$ cat config.mk
export PLATFORM = sky130hd
export DESIGN_NAME = epp_host_frontend_flat
export DESIGN_NICKNAME = d
export VERILOG_FILES = /design/src/rtl/epp_host_frontend_if.sv /design/src/rtl/epp_host_frontend.sv /design/src/flat_wrapper.sv
export SDC_FILE = /design/constraint.sdc
export NUM_CORES = 1
export LEC_CHECK = 0
export ABC_AREA = 1
export CORE_UTILIZATION = 52
export CTS_CLUSTER_SIZE = 24
export DETAILED_ROUTE_END_ITERATION = 12
export PLACE_DENSITY = 0.84
export SLEW_MARGIN = 20
export SYNTH_ARGS = -nofsm -noshare
export SYNTH_HDL_FRONTEND = slang
export SYNTH_SLANG_ARGS = --single-unit
$ cat constraint.sdc
create_clock -name clk -period 2.4 [get_ports clk]
set_input_delay 0.48 -clock clk [delete_from_list [all_inputs] [get_ports clk]]
set_output_delay 0.48 -clock clk [all_outputs]
set_load 0.05 [all_outputs]
$ cat src/rtl/epp_host_frontend_if.sv
// Signal bundle between the EPP host pins, the front end and the downstream comm controller.
// master = the front end itself; slave = whatever sits around it (host pins and controller).
interface epp_host_frontend_if;
  logic       eppAstbN;
  logic       eppDstbN;
  logic       eppWrN;
  logic [7:0] eppDataIn;
  logic [7:0] eppDataOut;
  logic       eppDataOe;
  logic       eppWait;
  logic       stbAddr;
  logic       stbData;
  logic       ctrlWr;
  logic [7:0] busEppIn;
  logic [7:0] busEppAddrIn;
  logic [7:0] busEppOut;
  logic       stmBusy;
  logic       errAbort;

  modport master (
    input  eppAstbN, eppDstbN, eppWrN, eppDataIn, busEppOut, stmBusy,
    output eppDataOut, eppDataOe, eppWait, stbAddr, stbData, ctrlWr,
           busEppIn, busEppAddrIn, errAbort
  );

  modport slave (
    output eppAstbN, eppDstbN, eppWrN, eppDataIn, busEppOut, stmBusy,
    input  eppDataOut, eppDataOe, eppWait, stbAddr, stbData, ctrlWr,
           busEppIn, busEppAddrIn, errAbort
  );
endinterface

$ cat src/rtl/epp_host_frontend.sv
// EPP host front end: synchronises host strobes, runs the WAIT handshake and turns each
// host cycle into a registered active-low strobe set for the downstream comm controller.
module epp_host_frontend #(
  parameter int unsigned SYNC_STAGES = 2,
  parameter int unsigned STB_CYCLES  = 4
) (
  input  logic                clk,
  input  logic                rstN,
  epp_host_frontend_if.master bus
);

  localparam int unsigned CNT_W = (STB_CYCLES > 1) ? $clog2(STB_CYCLES) : 1;
  localparam logic [CNT_W-1:0] CNT_LAST = CNT_W'(STB_CYCLES - 1);

  localparam logic [2:0] S_IDLE     = 3'd0;
  localparam logic [2:0] S_BUSYWAIT = 3'd1;
  localparam logic [2:0] S_SETUP    = 3'd2;
  localparam logic [2:0] S_PULSE    = 3'd3;
  localparam logic [2:0] S_HOLD     = 3'd4;
  localparam logic [2:0] S_ACK      = 3'd5;

  // Pin synchronisers; idle level of every host control pin is 1
  logic [SYNC_STAGES-1:0] astb_sync_q;
  logic [SYNC_STAGES-1:0] dstb_sync_q;
  logic [SYNC_STAGES-1:0] wrn_sync_q;
  logic                   astb_s;
  logic                   dstb_s;
  logic                   wrn_s;

  always_ff @(posedge clk or negedge rstN) begin
    if (!rstN) begin
      astb_sync_q <= '1;
      dstb_sync_q <= '1;
      wrn_sync_q  <= '1;
    end else begin
      astb_sync_q <= {astb_sync_q[SYNC_STAGES-2:0], bus.eppAstbN};
      dstb_sync_q <= {dstb_sync_q[SYNC_STAGES-2:0], bus.eppDstbN};
      wrn_sync_q  <= {wrn_sync_q[SYNC_STAGES-2:0], bus.eppWrN};
    end
  end

  assign astb_s = astb_sync_q[SYNC_STAGES-1];
  assign dstb_s = dstb_sync_q[SYNC_STAGES-1];
  assign wrn_s  = wrn_sync_q[SYNC_STAGES-1];

  logic [2:0]       state_q,      state_d;
  logic             wr_q,         wr_d;
  logic             addr_cyc_q,   addr_cyc_d;
  logic             ign_dstb_q,   ign_dstb_d;
  logic [CNT_W-1:0] cnt_q,        cnt_d;
  logic             stb_addr_q,   stb_addr_d;
  logic             stb_data_q,   stb_data_d;
  logic             ctrl_wr_q,    ctrl_wr_d;
  logic             epp_wait_q,   epp_wait_d;
  logic             epp_oe_q,     epp_oe_d;
  logic             err_abort_q,  err_abort_d;
  logic [7:0]       bus_in_q,     bus_in_d;
  logic [7:0]       addr_q,       addr_d;
  logic [7:0]       data_out_q,   data_out_d;

  always_ff @(posedge clk or negedge rstN) begin
    if (!rstN) begin
      state_q     <= S_IDLE;
      wr_q        <= 1'b0;
      addr_cyc_q  <= 1'b0;
      ign_dstb_q  <= 1'b0;
      cnt_q       <= '0;
      stb_addr_q  <= 1'b1;
      stb_data_q  <= 1'b1;
      ctrl_wr_q   <= 1'b1;
      epp_wait_q  <= 1'b0;
      epp_oe_q    <= 1'b0;
      err_abort_q <= 1'b0;
      bus_in_q    <= 8'h00;
      addr_q      <= 8'h00;
      data_out_q  <= 8'h00;
    end else begin
      state_q     <= state_d;
      wr_q        <= wr_d;
      addr_cyc_q  <= addr_cyc_d;
      ign_dstb_q  <= ign_dstb_d;
      cnt_q       <= cnt_d;
      stb_addr_q  <= stb_addr_d;
      stb_data_q  <= stb_data_d;
      ctrl_wr_q   <= ctrl_wr_d;
      epp_wait_q  <= epp_wait_d;
      epp_oe_q    <= epp_oe_d;
      err_abort_q <= err_abort_d;
      bus_in_q    <= bus_in_d;
      addr_q      <= addr_d;
      data_out_q  <= data_out_d;
    end
  end

  // Next state; outputs are computed for the state being entered so they register with it
  always_comb begin
    state_d     = state_q;
    wr_d        = wr_q;
    addr_cyc_d  = addr_cyc_q;
    ign_dstb_d  = ign_dstb_q & ~dstb_s;
    cnt_d       = cnt_q;
    stb_addr_d  = 1'b1;
    stb_data_d  = 1'b1;
    ctrl_wr_d   = ctrl_wr_q;
    epp_wait_d  = epp_wait_q;
    epp_oe_d    = epp_oe_q;
    err_abort_d = 1'b0;
    bus_in_d    = bus_in_q;
    addr_d      = addr_q;
    data_out_d  = data_out_q;

    case (state_q)
      S_IDLE: begin
        if (!astb_s) begin
          // A data strobe that overlaps an address cycle stays ignored until it is released
          wr_d       = ~wrn_s;
          addr_cyc_d = 1'b1;
          ign_dstb_d = ~dstb_s;
          if (!wrn_s) begin
            addr_d    = bus.eppDataIn;
            bus_in_d  = bus.eppDataIn;
            ctrl_wr_d = 1'b0;
            state_d   = S_SETUP;
          end else begin
            data_out_d = addr_q;
            epp_oe_d   = 1'b1;
            epp_wait_d = 1'b1;
            state_d    = S_ACK;
          end
        end else if (!dstb_s && !ign_dstb_q) begin
          wr_d       = ~wrn_s;
          addr_cyc_d = 1'b0;
          if (!wrn_s) begin
            bus_in_d = bus.eppDataIn;
          end
          state_d = S_BUSYWAIT;
        end
      end

      S_BUSYWAIT: begin
        // Host giving up before service wins over a simultaneous busy release
        if (dstb_s) begin
          err_abort_d = 1'b1;
          state_d     = S_IDLE;
        end else if (!bus.stmBusy) begin
          ctrl_wr_d = ~wr_q;
          state_d   = S_SETUP;
        end
      end

      S_SETUP: begin
        cnt_d      = '0;
        stb_addr_d = ~addr_cyc_q;
        stb_data_d = addr_cyc_q;
        state_d    = S_PULSE;
      end

      S_PULSE: begin
        if (cnt_q == CNT_LAST) begin
          if (!wr_q) begin
            data_out_d = bus.busEppOut;
            epp_oe_d   = 1'b1;
          end
          state_d = S_HOLD;
        end else begin
          cnt_d      = cnt_q + CNT_W'(1);
          stb_addr_d = ~addr_cyc_q;
          stb_data_d = addr_cyc_q;
        end
      end

      S_HOLD: begin
        ctrl_wr_d  = 1'b1;
        epp_wait_d = 1'b1;
        state_d    = S_ACK;
      end

      S_ACK: begin
        if (addr_cyc_q ? astb_s : dstb_s) begin
          epp_wait_d = 1'b0;
          epp_oe_d   = 1'b0;
          state_d    = S_IDLE;
        end
      end

      default: begin
        state_d = S_IDLE;
      end
    endcase
  end

  assign bus.stbAddr      = stb_addr_q;
  assign bus.stbData      = stb_data_q;
  assign bus.ctrlWr       = ctrl_wr_q;
  assign bus.eppWait      = epp_wait_q;
  assign bus.eppDataOe    = epp_oe_q;
  assign bus.eppDataOut   = data_out_q;
  assign bus.busEppIn     = bus_in_q;
  assign bus.busEppAddrIn = addr_q;
  assign bus.errAbort     = err_abort_q;

endmodule
$ cat src/flat_wrapper.sv
// flat-port wrapper written by rule: the top's interface ports become plain ports
module epp_host_frontend_flat 
#(
  parameter int unsigned SYNC_STAGES = 2,
  parameter int unsigned STB_CYCLES  = 4
)
  (clk, rstN, bus_eppAstbN, bus_eppDstbN, bus_eppWrN, bus_eppDataIn, bus_busEppOut, bus_stmBusy, bus_eppDataOut, bus_eppDataOe, bus_eppWait, bus_stbAddr, bus_stbData, bus_ctrlWr, bus_busEppIn, bus_busEppAddrIn, bus_errAbort);
  epp_host_frontend_if bus_i ();
  input  logic clk;
  input  logic rstN;
  input wire logic [$bits(bus_i.eppAstbN)-1:0] bus_eppAstbN;
  input wire logic [$bits(bus_i.eppDstbN)-1:0] bus_eppDstbN;
  input wire logic [$bits(bus_i.eppWrN)-1:0] bus_eppWrN;
  input wire logic [$bits(bus_i.eppDataIn)-1:0] bus_eppDataIn;
  input wire logic [$bits(bus_i.busEppOut)-1:0] bus_busEppOut;
  input wire logic [$bits(bus_i.stmBusy)-1:0] bus_stmBusy;
  output wire logic [$bits(bus_i.eppDataOut)-1:0] bus_eppDataOut;
  output wire logic [$bits(bus_i.eppDataOe)-1:0] bus_eppDataOe;
  output wire logic [$bits(bus_i.eppWait)-1:0] bus_eppWait;
  output wire logic [$bits(bus_i.stbAddr)-1:0] bus_stbAddr;
  output wire logic [$bits(bus_i.stbData)-1:0] bus_stbData;
  output wire logic [$bits(bus_i.ctrlWr)-1:0] bus_ctrlWr;
  output wire logic [$bits(bus_i.busEppIn)-1:0] bus_busEppIn;
  output wire logic [$bits(bus_i.busEppAddrIn)-1:0] bus_busEppAddrIn;
  output wire logic [$bits(bus_i.errAbort)-1:0] bus_errAbort;
  assign bus_i.eppAstbN = bus_eppAstbN;
  assign bus_i.eppDstbN = bus_eppDstbN;
  assign bus_i.eppWrN = bus_eppWrN;
  assign bus_i.eppDataIn = bus_eppDataIn;
  assign bus_i.busEppOut = bus_busEppOut;
  assign bus_i.stmBusy = bus_stmBusy;
  assign bus_eppDataOut = bus_i.eppDataOut;
  assign bus_eppDataOe = bus_i.eppDataOe;
  assign bus_eppWait = bus_i.eppWait;
  assign bus_stbAddr = bus_i.stbAddr;
  assign bus_stbData = bus_i.stbData;
  assign bus_ctrlWr = bus_i.ctrlWr;
  assign bus_busEppIn = bus_i.busEppIn;
  assign bus_busEppAddrIn = bus_i.busEppAddrIn;
  assign bus_errAbort = bus_i.errAbort;
  epp_host_frontend #(.SYNC_STAGES(SYNC_STAGES), .STB_CYCLES(STB_CYCLES)) u_core (.clk(clk), .rstN(rstN), .bus(bus_i));
endmodule
==> results.toml, run 1 <==
[worst_setup_path]
critical_path.reg2reg.startpoint = "u_core.state_q[0]"
ff2ff_setup_slack_ns = 0.71
worst-path-stages = 1
endpoint = "bus_ctrlWr"
critical_path.endpoint_type = "output port"
startpoint_type = "flip-flop"
chain_of_cells_forming_the_critical_path = "clkdlybuf4s50_1"
cp_slowest_stage_delay_ns = 0.79
r2r_cells = 7
critical_path.max_fanout = 2
critical_path.reg2reg.endpoint = "u_core.bus.eppDataOut[6]"
critical_path_arrival_ns = 1.61
timing.critical_path.slowest_stage_cell = "sky130_fd_sc_hd__clkdlybuf4s50_1"
critical_path_required_ns = 1.92
worstSetupPathType = "flip-flop to output port"
timing.critical_path.buf_inv = 1
cell_family_with_most_cp_delay = "buffers and inverters"
startpoint = "u_core.bus.ctrlWr"

[cts]
cts_buffer_depth = 2
postCtsSetupRepairBufs = 0
worst_setup_hold_path_clk_slew_ns = 0.07
cts_inserted_buffers = 5
numClockSinks = 44
cts_tree = "done"
clock_insertion_delay_worst_skew_ns = 0.29
hold_fix_buffers_at_cts = 0
cts.htree.levels = 2
postCtsResizedCells = 0
clockRootBuffer = "sky130_fd_sc_hd__clkbuf_8"

[placement]
dp.cells = 329
routabilityCongestion = 0.9239
dp_hpwl_um = 3226
port-buffer-count = 51

[cells_and_area]
final_layout_size_suffix_gt1_share_pct = 16.61
finish.net_count = 311
final_cells = 337
antennaDiodeCount = 0
area.growth.synth_to_final_pct = 29.56

[route]
drt_pass1_iterations = 5
drt_iter0_markers = 92
remaining_drc_errors = 0
post_drt_via_cell_ratio = 4.958
num_vias = 1671
routed_wirelength_um = 4247
drtAntennaViolNets = 0
routed_wire_length_per_instance_um = 12.60

[logic_synthesis]
synth.most_common_cell = "sky130_fd_sc_hd__nand2_1"
post_synth_most_frequent_cells = "sky130_fd_sc_hd__nand2_1, sky130_fd_sc_hd__dfrtp_1, sky130_fd_sc_hd__inv_1"
postSynth.asyncResetShare_pct = 100.0
ys_ff_latch = 44
synth_fp_nets = 257
synth_largest_area_cell = "sky130_fd_sc_hd__dfrtp_1"
syn-mean-instance-area_um2 = 8.737
synth_edf_count = 0
synth_top_cells_by_area = "sky130_fd_sc_hd__dfrtp_1, sky130_fd_sc_hd__nand2_1, sky130_fd_sc_hd__dfstp_2, sky130_fd_sc_hd__nand3_1, sky130_fd_sc_hd__o21ai_2"
netlist_instances = 234
netlist_area_mm2 = 0.002044
netlist.area_leader.share_pct = 42.84
synth_flop_cell = "sky130_fd_sc_hd__dfrtp_1"
synth.distinct_cells = 24
yosysWarnings = 0
synth_seq_area_share_pct = 54.41

[power_and_ir_drop]
power_density_mw_per_mm2 = 1583
p_leak_uw = 0.001292
vdd_drop_max_uv = 815.9

[sta]
maxSlewHeadroom_pct = 63.87
setup_viol = 0
timing.fmax_mhz = 477.4
timing.final.crit_share_pct = 87.28
finalHoldViolations = 0
worst-slew-pin-transition_ns = 0.5400
setup_repair_after_global_routing_missed_its_margin = "false"
timing.final.crit_period_ns = 2.095
maxSlewViolCount = 0
setup_tns_ns = 0
clock_skew_ns = 0.003722

[min_path]
timing.hold.worst.class = "primary input to asynchronous set/reset pin"

[outcome]
run_status = "finished, final reports clean"

[floorplan]
design.die.area_mm2 = 0.004186
core.rowCount = 22
core_area_mm2 = 0.003716
die_w_um = 64.70
num_io_pins = 52
fp.dieH_um = 64.70
floorplan.initialDensity_pct = 55.02

[global_routing]
antenna_found_initial = 0
global_route.usage.total_pct = 22.96
grt_max_degree = 18
grt_pass1_wl_um = 7210
first_global_vias = 1585
grt.overflow.total = 0

[run]
max_cap_viol_count = 0
-- cells by family (layout without fill, tap and decap cells) --
| logic type | Yosys count | count (layout) | synth area share (%) |
|---|---|---|---|
| flops | 44 | 44 | 54.41 |
| buf+inv | 35 | 90 | 8.139 |
| simple gates | 123 | 123 | 26.74 |
| compound gates | 31 | 31 | 10.10 |
| fa+ha+maj | 1 | 1 | 0.6119 |
-- state kept, by name (all words and copies together), names as in the netlist, 2 cells and up --
| name | cells |
|---|---|
| u_core.cnt_q | 2 |
| u_core.dstb_sync_q | 2 |
| u_core.bus.busEppAddrIn | 8 |
| u_core.bus.eppDataOut | 8 |
| u_core.state_q | 3 |
| u_core.bus.busEppIn | 8 |
| u_core.astb_sync_q | 2 |
| u_core.wrn_sync_q | 2 |
-- cells in the final DEF, fill, tap and decap left out, drive strengths merged --
master and instances:
a21oi 3, buf 3, clkbuf 7, clkdlybuf4s50 50
clkinv 3, dfrtp 35, dfstp 9, ha 1
inv 27, nand2 87, nand3 22, nand4 1
nor2 13, o21ai 27, o21bai 1
-- metrics by stage --
step / setup WS, ns / cell area (um^2) / hold slack [ns] / total power (uW) / util [%]
6_report: 0.3053 / 2649 / 0.09693 / 4193 / 71.28
5_1_grt: 0.2658 / 2649 / 0.1107 / 4488 / 71.28
4_1_cts: 0.2980 / 2649 / 0.1064 / 4227 / 71.28
3_5_place_dp: 0.6239 / 2567 / 0.3472 / 3774 / 69.09
3_3_place_gp: 0.6275 / 2567 / 0.3459 / 3708 / 69.09
2_1_floorplan: 1.042 / 2044 / 0.1844 / 3108 / -
-- worst min path at each step --
stage	start	endpoint	slack, ns	depth (start not counted)
floorplan	rstN	u_core.addr_cyc_q	0.18	0
global placement	u_core.astb_sync_q[0]	u_core.astb_sync_q[1]	0.35	0
detailed placement	u_core.dstb_sync_q[0]	u_core.dstb_sync_q[1]	0.35	0
CTS	rstN	u_core.wr_q	0.11	1
global route	rstN	u_core.bus.busEppAddrIn[0]	0.11	1
finish	rstN	u_core.wr_q	0.1	1
-- layout make-up --
| type | count | area, um^2 |
|---|---|---|
| multi-input combinational | 155 | 765.7 |
| inverter | 29 | 108.9 |
| clock buffer | 7 | 76.32 |
| sequential | 44 | 1112 |
| fill | 310 | 1067 |
| clock inverter | 1 | 5.005 |
| timing repair buffer | 53 | 520.5 |
| tap | 48 | 60.06 |
-- per-layer routing --
layer | vias up | global-route usage, % | routed length, um
li1 | 839 | - | -
met1 | 783 | 30.42 | 1935
met2 | 43 | 35.68 | 2068
met3 | 6 | 6.866 | 190
met4 | 0 | 8.056 | 52
met5 | - | 0 | 0
-- where the power goes --
part | leakage (uW) | switching, uW | internal (uW)
logic | 0.000723 | 1650 | 798
clock network | 0.0000422 | 231 | 204
registers | 0.000526 | 236 | 1070
total | 0.00129 | 2120 | 2070
(Power assumes the default switching activity.)
==> inputs of run 2 (changes only) <==
Settings changed: ABC_AREA 1 to not set, CORE_UTILIZATION 52 to 51.
==> run 2 against run 1 <==
Effect of this change:
- sequential share of layout area rose by 1.7 points
- largest cell class unchanged
- clock skew is essentially flat
- non-clock buffer count decreased by 1
- core utilization up 2.1 points
- critical path type unchanged
==> results.toml, run 2 <==
[outcome]
run_status = "finished, final reports clean"

[worst_setup_path]
startpoint_type = "flip-flop"
r2r_cells = 4
chain_of_cells_forming_the_critical_path = "clkdlybuf4s50_1"
critical_path_arrival_ns = 1.61
critical_path.reg2reg.endpoint = "u_core.bus.busEppIn[1]"
startpoint = "u_core.bus.ctrlWr"
cell_family_with_most_cp_delay = "buffers and inverters"
cp_slowest_stage_delay_ns = 0.79
worstSetupPathType = "flip-flop to output port"
critical_path_required_ns = 1.92
endpoint = "bus_ctrlWr"
critical_path.max_fanout = 2
critical_path.endpoint_type = "output port"
ff2ff_setup_slack_ns = 0.55
worst-path-stages = 1
timing.critical_path.buf_inv = 1
timing.critical_path.slowest_stage_cell = "sky130_fd_sc_hd__clkdlybuf4s50_1"
critical_path.reg2reg.startpoint = "u_core.state_q[2]"

[cells_and_area]
finish.net_count = 231
layout_common_cells = "sky130_fd_sc_hd__clkdlybuf4s50_1, sky130_fd_sc_hd__dfrtp_1, sky130_fd_sc_hd__mux2_2"
multi_input_area_um2 = 760.7
layout_commonest_cell = "sky130_fd_sc_hd__clkdlybuf4s50_1"
antennaDiodeCount = 0
area.growth.synth_to_final_pct = 32.36
final_layout_size_suffix_gt1_share_pct = 21.05
final_cells = 255
fillerInstances = 254
layout.area.seq_mm2 = 0.001112

[global_routing]
grt_pass1_wl_um = 6520
antenna_found_initial = 0
global_route.usage.total_pct = 21.37
grt_max_degree = 45
grt.overflow.total = 0
first_global_vias = 1428

[route]
drtAntennaViolNets = 0
routed_wirelength_um = 3836
num_vias = 1369
drt_pass1_iterations = 4
drt_iter0_markers = 99
routed_wire_length_per_instance_um = 15.04
post_drt_via_cell_ratio = 5.369
remaining_drc_errors = 0

[logic_synthesis]
synth_edf_count = 0
syn-mean-instance-area_um2 = 12.24
post_synth_most_frequent_cells = "sky130_fd_sc_hd__dfrtp_1, sky130_fd_sc_hd__mux2_2, sky130_fd_sc_hd__nor2_1"
synth_flop_cell = "sky130_fd_sc_hd__dfrtp_1"
synth_largest_area_cell = "sky130_fd_sc_hd__dfrtp_1"
netlist_area_mm2 = 0.001922
synth.most_common_cell = "sky130_fd_sc_hd__dfrtp_1"
yosysWarnings = 0
synth_fp_nets = 180
netlist_instances = 157
postSynth.asyncResetShare_pct = 100.0
ys_ff_latch = 44
synth_seq_area_share_pct = 57.88
synth.distinct_cells = 39
netlist.area_leader.share_pct = 45.57
synth_top_cells_by_area = "sky130_fd_sc_hd__dfrtp_1, sky130_fd_sc_hd__dfstp_2, sky130_fd_sc_hd__mux2_2, sky130_fd_sc_hd__mux2i_1, sky130_fd_sc_hd__nor2_1"

[sta]
setup_tns_ns = 0
timing.fmax_mhz = 478.7
hold_slack_ns = 0.3317
timing.final.crit_share_pct = 87.05
worst-slew-pin-transition_ns = 0.9312
maxSlewViolCount = 0
timing.final.crit_period_ns = 2.089
clock_skew_ns = 0.003780
setup_viol = 0
setup_repair_after_global_routing_missed_its_margin = "false"
maxSlewHeadroom_pct = 37.92
finalHoldViolations = 0

[floorplan]
design.die.area_mm2 = 0.004018
fp.dieH_um = 63.39
floorplan.initialDensity_pct = 55.41
num_io_pins = 52
die_w_um = 63.39
core.rowCount = 21
core_area_mm2 = 0.003468

[power_and_ir_drop]
comb_power_share_pct = 55.1
vdd_drop_max_uv = 1032
power_density_mw_per_mm2 = 1592
seq_power_share_pct = 33.6
switching_power_uw = 1885
power.total_uw = 4049
switching_share_pct = 46.56
clkPwrFrac_pct = 11.3
internal_power_uw = 2164
p_leak_uw = 0.001084

[cts]
cts_buffer_depth = 2
clockRootBuffer = "sky130_fd_sc_hd__clkbuf_8"
numClockSinks = 44
cts_tree = "done"
clock_insertion_delay_worst_skew_ns = 0.29
cts.htree.levels = 2
cts_inserted_buffers = 5
postCtsResizedCells = 0
worst_setup_hold_path_clk_slew_ns = 0.07
hold_fix_buffers_at_cts = 0
postCtsSetupRepairBufs = 0

[placement]
dp.cells = 247
dp_hpwl_um = 2862
port-buffer-count = 51
routabilityCongestion = 0.8843

[min_path]
timing.hold.worst.class = "primary input to asynchronous set/reset pin"

[run]
max_cap_viol_count = 0
[run 2: cell count changes after synthesis, moves of 9 or more]
cell,before,now
sky130_fd_sc_hd__o21ai_2,12,0
sky130_fd_sc_hd__mux2_2,0,17
sky130_fd_sc_hd__inv_1,22,2
sky130_fd_sc_hd__mux2i_1,0,9
sky130_fd_sc_hd__nand3_1,21,0
sky130_fd_sc_hd__nand2_1,82,5
[run 2: cell families (layout without fill, tap and decap cells)]
logic type      Yosys count  after routing  synth area share [%]
fa+ha+maj                 1              1                0.6509
compound gates           34             34                 12.18
mux                      26             26                 14.65
simple gates             42             42                 12.11
flops                    44             44                 57.88
buf+inv                  10             62                 2.539
[run 2: cell type report]
class                      instances  area share, %
clock buffer                       6          3.246
timing repair buffer              52          20.17
multi-input combinational        103          29.91
sequential                        44          43.73
inverter                           2         0.2951
clock inverter                     2         0.3935
tap                               46          2.263
[run 2: routing by layer]
metal  wire, um  part of all wire, %  global-route usage, %
met5          0                    0                      0
met1       1655                   43                  25.88
met4         68                  1.8                  9.375
met2       1937                   50                  36.70
met3        174                  4.5                  4.167
[run 2: power groups by stage]
stage | registers [uW] | clock network [uW] | logic [uW]
floorplan | 2140 | 0 | 758
global route | 1410 | 503 | 2350
global placement | 1340 | 0 | 2190
finish | 1360 | 457 | 2230
detailed placement | 1370 | 0 | 2240
CTS | 1360 | 474 | 2250
[run 2: how the worst min path moves through the flow]
stage                                 end  cells past startpoint  slack, ns             startpoint
2_1_floorplan           u_core.addr_cyc_q                      0       0.18                   rstN
3_3_place_gp        u_core.astb_sync_q[1]                      0       0.35  u_core.astb_sync_q[0]
3_5_place_dp        u_core.astb_sync_q[1]                      0       0.35  u_core.astb_sync_q[0]
4_1_cts        u_core.bus.busEppAddrIn[7]                      1       0.35                   rstN
5_1_grt              u_core.wrn_sync_q[1]                      0       0.36   u_core.wrn_sync_q[0]
6_report       u_core.bus.busEppAddrIn[0]                      1       0.33                   rstN
[run 2: per-stage QoR]
stage	area, um^2	setup WS (ns)	util [%]
after floorplan	1922	0.7817	-
after global placement	2451	0.4697	70.67
after detailed placement	2451	0.4417	70.67
after CTS	2544	0.2975	73.34
after global routing	2544	0.2713	73.34
final	2544	0.3108	73.34
